==> config.mk <==
export PLATFORM = sky130hd
export DESIGN_NAME = arb_grant_dispatch
export DESIGN_NICKNAME = d
export VERILOG_FILES = /design/src/rtl/arb_pkg.sv /design/src/rtl/arb_disp_fifo.sv /design/src/rtl/arb_grant_dispatch.sv
export SDC_FILE = /design/constraint.sdc
export NUM_CORES = 1
export LEC_CHECK = 0
export ABC_CLOCK_PERIOD_IN_PS = 4900
export CAP_MARGIN = 20
export CORE_MARGIN = 2
export CORE_UTILIZATION = 51
export CTS_CLUSTER_DIAMETER = 120
export DETAILED_ROUTE_END_ITERATION = 6
export PLACE_DENSITY = 0.86
export SLEW_MARGIN = 20
export SYNTH_ARGS = -nofsm -noshare
export SYNTH_HDL_FRONTEND = slang
export SYNTH_SLANG_ARGS = --single-unit
==> constraint.sdc <==
create_clock -name clk -period 4.9 [get_ports clk]
set_input_delay 0.735 -clock clk [delete_from_list [all_inputs] [get_ports clk]]
set_output_delay 0.735 -clock clk [all_outputs]
set_load 0.005 [all_outputs]
==> src/rtl/arb_pkg.sv <==
// arb_pkg: shared constants and grant-decoding helpers for the arbiter dispatch stage
package arb_pkg;
  localparam int NUM_CLIENTS = 4;
  localparam int SRC_W = 2;

  function automatic logic [SRC_W-1:0] onehot_to_idx(input logic [3:0] oh);
    return {oh[3] | oh[2], oh[3] | oh[1]};
  endfunction

  function automatic logic is_onehot4(input logic [3:0] v);
    return (v != 4'd0) && ((v & (v - 4'd1)) == 4'd0);
  endfunction
endpackage

==> src/rtl/arb_disp_fifo.sv <==
// arb_disp_fifo: small synchronous FIFO with registered storage and occupancy count
module arb_disp_fifo #(
  parameter int W = 34,
  parameter int DEPTH = 2
) (
  input  logic                     clk,
  input  logic                     rst_n,
  input  logic                     push,
  input  logic                     pop,
  input  logic [W-1:0]             wdata,
  output logic [W-1:0]             head,
  output logic [$clog2(DEPTH):0]   count
);
  localparam int AW = $clog2(DEPTH);
  localparam int CW = AW + 1;
  logic [W-1:0] mem_q [DEPTH];
  logic [AW-1:0] wr_q, rd_q;
  logic [CW-1:0] count_q;

  // storage and pointers; pointers wrap naturally since DEPTH is a power of 2
  always_ff @(posedge clk or negedge rst_n) begin
    if (!rst_n) begin
      for (int i = 0; i < DEPTH; i++) mem_q[i] <= '0;
      wr_q <= '0;
      rd_q <= '0;
      count_q <= '0;
    end else begin
      if (push) begin
        mem_q[wr_q] <= wdata;
        wr_q <= wr_q + 1'b1;
      end
      if (pop) rd_q <= rd_q + 1'b1;
      count_q <= count_q + CW'(push) - CW'(pop);
    end
  end

  assign head = mem_q[rd_q];
  assign count = count_q;
endmodule

==> src/rtl/arb_grant_dispatch.sv <==
// arb_grant_dispatch: validates arbiter grants, queues the winner's payload and keeps statistics
module arb_grant_dispatch import arb_pkg::*; #(
  parameter int DW = 32,
  parameter int DEPTH = 2,
  parameter int CNT_W = 16
) (
  input  logic                         clk,
  input  logic                         rst_n,
  input  logic [3:0]                   gnt,
  input  logic                         gnt_valid,
  input  logic [NUM_CLIENTS*DW-1:0]    cli_data,
  output logic [3:0]                   cli_ack,
  output logic                         out_valid,
  output logic [DW-1:0]                out_data,
  output logic [SRC_W-1:0]             out_src,
  input  logic                         out_ready,
  output logic [NUM_CLIENTS*CNT_W-1:0] acc_cnt,
  output logic [CNT_W-1:0]             drop_cnt,
  output logic                         err_onehot
);
  localparam int CW = $clog2(DEPTH) + 1;
  logic [CW-1:0] count;
  logic [SRC_W+DW-1:0] head;
  logic [SRC_W-1:0] src;
  logic [3:0] ack_mask_q;
  logic [CNT_W-1:0] acc_q [NUM_CLIENTS];
  logic [CNT_W-1:0] drop_q;
  logic err_q;
  logic legal, illegal, pop, space, masked, push, drop;

  // grant checking, stale re-grant masking and push/ack decision
  always_comb begin
    legal = gnt_valid && is_onehot4(gnt);
    illegal = gnt_valid ? !is_onehot4(gnt) : |gnt;
    src = onehot_to_idx(gnt);
    pop = out_valid && out_ready;
    space = (count < CW'(DEPTH)) || pop;
    masked = |(gnt & ack_mask_q);
    push = legal && space && !masked;
    drop = legal && (masked || !space);
    cli_ack = push ? gnt : 4'd0;
  end

  arb_disp_fifo #(.W(SRC_W + DW), .DEPTH(DEPTH)) u_fifo (
    .clk   (clk),
    .rst_n (rst_n),
    .push  (push),
    .pop   (pop),
    .wdata ({src, cli_data[int'(src)*DW +: DW]}),
    .head  (head),
    .count (count)
  );

  // ack mask, sticky protocol error and saturating statistics
  always_ff @(posedge clk or negedge rst_n) begin
    if (!rst_n) begin
      ack_mask_q <= '0;
      drop_q <= '0;
      err_q <= 1'b0;
      for (int i = 0; i < NUM_CLIENTS; i++) acc_q[i] <= '0;
    end else begin
      ack_mask_q <= cli_ack;
      err_q <= err_q | illegal;
      if (drop && drop_q != '1) drop_q <= drop_q + 1'b1;
      for (int i = 0; i < NUM_CLIENTS; i++)
        if (cli_ack[i] && acc_q[i] != '1) acc_q[i] <= acc_q[i] + 1'b1;
    end
  end

  for (genvar i = 0; i < NUM_CLIENTS; i++) begin : g_acc
    assign acc_cnt[i*CNT_W +: CNT_W] = acc_q[i];
  end

  assign out_valid = count != '0;
  assign out_data = out_valid ? head[DW-1:0] : '0;
  assign out_src = out_valid ? head[DW +: SRC_W] : '0;
  assign drop_cnt = drop_q;
  assign err_onehot = err_q;
endmodule

==> results.md <==
* DP Wirelength at 15.7 mm
* Fin crit period at between 4000 and 5000 ps
* Final WL at 22.3 mm
* RSZ-0062 raised after global routing: no
* Top-count cell post-synth: dfrtp_1
* Post-route setup TNS at 0 ps
* GPL Wtd Cong at 0.793
* WP data arrival at around 3300 ps
* Nets at 1222
* Post-synth top area share at 47.3%
* Synth Register Bits at around 160
* Cell area after synthesis at ~0.0083 mm^2
* Top cell type by total area after synthesis: dfrtp_1
* Number of max-cap violations at 0
* Register area share after synthesis at between 40% and 50%
* Reg2reg start: acc_cnt[55]
* Die ar. at ~0.017 mm^2
* Critical Path Stages at 6
* Congestion Overflow GR at 0
* VDD IR max at 0.000352 V
* Boundary Pins at approximately 260
* H-tree Lvls at 4
* Remaining DRCs at 0
* CP max FO at 15
* PwrDens at 420 mW/mm^2
* Sequential group share of total power at approximately two fifths
* Sw Ratio at a little under a third
* Worst setup EP type: output port
* Grt met1 use at between 30% and 40%
* Hold Buf Count CTS at 0
* Starting DRT DRC Count at 467
* Ys Warns at 0
* GRT Total Usage at between 20 and 30%
* Worst Path Buf+Inv at 3
* CP most frequent cell: clkdlybuf4s50_1
* Met2 Use GR at between 40% and 50%
* Post-synth EDFFs at 0
* Worst setup path start: gnt[3]
* Fin Hold WS at around 340 ps
* Combinational share of power at about a third
* Drt pass-1 iters at 5
* Routed vias/inst at between 5 and 6
* Antenna Violating Nets Remaining at 0
* Total power at 4.86 mW
* Max stage delay on crit path at ~710 ps
* Clock skew at between 10 and 15 ps
* Clock share of power at a little over a quarter
* Critical path cell sequence: clkdlybuf4s50_1 > or4b_1 > o311ai_4 > nand4_4 > inv_1 > clkdlybuf4s50_1
* Placed inst area at roughly 0.011 mm^2
* Worst setup SP type: input port
* WS Path Type: input port to output port
* Slew Limit Headroom at a little over a quarter
* Area of the core at ~0.016 mm^2
* Vias in the first global route at ~6900
* Leading cell types by count after synthesis: 157 x dfrtp_1, 132 x nand2_1, 78 x o21ai_0
* Post-CTS setup buffers at 0
* Die Wd at roughly 130 um
* Port bufs at 255
* Root Driver: clkbuf_16
* Fin crit share at 83.1%
* Net Switching at between 1 and 1.5 mW
* Internal power at roughly 3.4 mW
* Worst Hold Class: input port to asynchronous set/reset pin
* Achievable Freq at approximately 250 MHz
* Mapped Cells at between 800 and 900
* Critical path's top delay family: buffers and inverters
* GR peak layer: met2
* Diodes inserted at 0
* Avg WL per Cell at between 15 and 20 um
* # rows at 46
* Final Max Slew Viols at 0
* Critical Path Slowest Stage Cell: clkdlybuf4s50_1
* Net Count, Synth at about 990
* Starting density of the core at between 50% and 60%
* GR met3 Demand/Resource at about 6.3%
* Clock-pin slew on the worst setup and hold paths at 60 ps
* Post-synth cell types at 54
* Measured slew at the worst slew-check pin at 1100 ps
* Worst Path Required at approximately 4200 ps
* P&R area growth vs syn at 39.1%
* CTS tree: yes
* Layout cells sized above 1 at under 10%
* Final setup violation count at 0
* Chip Height at approximately 130 um
* Top post-synthesis cells by area: dfrtp_1 47%, mux2i_1 8.0%, nand2_1 6.0%, mux2_2 5.2%, xnor2_1 5.1%
* Worst-skew pair later-pin latency at ~430 ps
* Pin count of the biggest net entering global routing at 78
* Clock buffer depth at 2
* Reg2Reg Depth at 5
* Initial antenna violation count at 0
* Run status: finished, final reports clean
* Resized cells post-CTS at 0
* Async set-reset flop share out of synthesis at 100%
* First-pass GRT wire length at approximately 36 mm
* Syn Area/Cell at approximately 10 um^2
* Via count at just over 7000
* CTS buffer count at 17
* Final instance area at approximately 0.012 mm^2
* CTS sink cnt at roughly 160
* Main flop type after synthesis: dfrtp_1
* Leak pwr at around 5.1 nW
* Final hold vios at 0
## logic make-up (layout without fill, tap and decap cells)
group / count (synthesis) / after routing / synth area share [%]
simple gates: 327 / 327 / 19.6
fa+ha+maj: 6 / 6 / 0.904
xor+xnor: 74 / 74 / 7.81
buf+inv: 59 / 308 / 3.25
compound gates: 116 / 116 / 7.84
flops: 157 / 157 / 47.3
mux: 105 / 105 / 13.3
## path summary, 6_finish.rpt
kind	slack (ps)	endpoint
worst min register to register	480	u_fifo.mem_q[18]
worst max-delay path	830	cli_ack[3]
worst max register to register	2290	acc_cnt[49]
min in group clk	480	u_fifo.mem_q[18]
max in group asynchronous	3510	u_fifo.mem_q[39]
worst min-delay path	340	drop_cnt[15]
## through the flow
stage | setup slack [ps] | instances | utilization [%]
6_report | 829 | 1309 | 72.7
5_1_grt | 733 | 1309 | 72.7
4_1_cts | 842 | 1309 | 72.7
3_5_place_dp | 879 | 1277 | 69.1
3_3_place_gp | 924 | 1277 | 69.1
2_1_floorplan | 2130 | 844 | -
## placed cells by master (no fill, tap or decap), drive strengths merged, types with 2 or more instances in the layout
master / n
a22o: 2
a31oi: 6
and2: 3
and3: 16
and4: 5
buf: 11
clkbuf: 26
clkdlybuf4s50: 253
clkinv: 5
dfrtp: 157
ha: 6
inv: 11
mux2: 39
mux2i: 66
nand2: 133
nand2b: 2
nand3: 37
nand3b: 2
nand4: 29
nor2: 53
nor2b: 5
nor3: 17
nor3b: 4
nor4: 6
nor4b: 3
o21ai: 102
or3b: 3
or4: 2
or4b: 3
xnor2: 48
xor2: 26
## power by group through the flow
stage               Sequential [mW]  Combinational (mW)  Clock [mW]
finish                         1.97                1.62        1.26
global route                   2.02                1.79        1.34
CTS                            1.97                1.64        1.28
detailed placement             1.99                1.62           0
global placement               1.97                1.58           0
floorplan                      1.86               0.827           0
## registers in the layout, summed over array words and instances (netlist names)
register,count
u_fifo.mem_q,68
u_fifo.wr_q,1
u_fifo.count,2
err_onehot,1
ack_mask_q,4
acc_cnt,64
drop_cnt,16
u_fifo.rd_q,1
## cell type report
| class | instances | area (um^2) |
|---|---|---|
| Clock inverter | 6 | 57.6 |
| Timing Repair Buffer | 264 | 2620 |
| Inverter | 12 | 45.0 |
| Tap cell | 216 | 270 |
| Clock buffer | 26 | 509 |
| Sequential cell | 157 | 3930 |
| Multi-Input combinational cell | 628 | 4120 |
| Fill cell | 1161 | 4340 |
## metal layers
metal | share of wire (%) | wire (um)
met1 | 42 | 9330
met4 | 1.5 | 336
met5 | 0 | 0
met3 | 5.7 | 1270
met2 | 51 | 11400
Power figures use the tool's default switching activity.
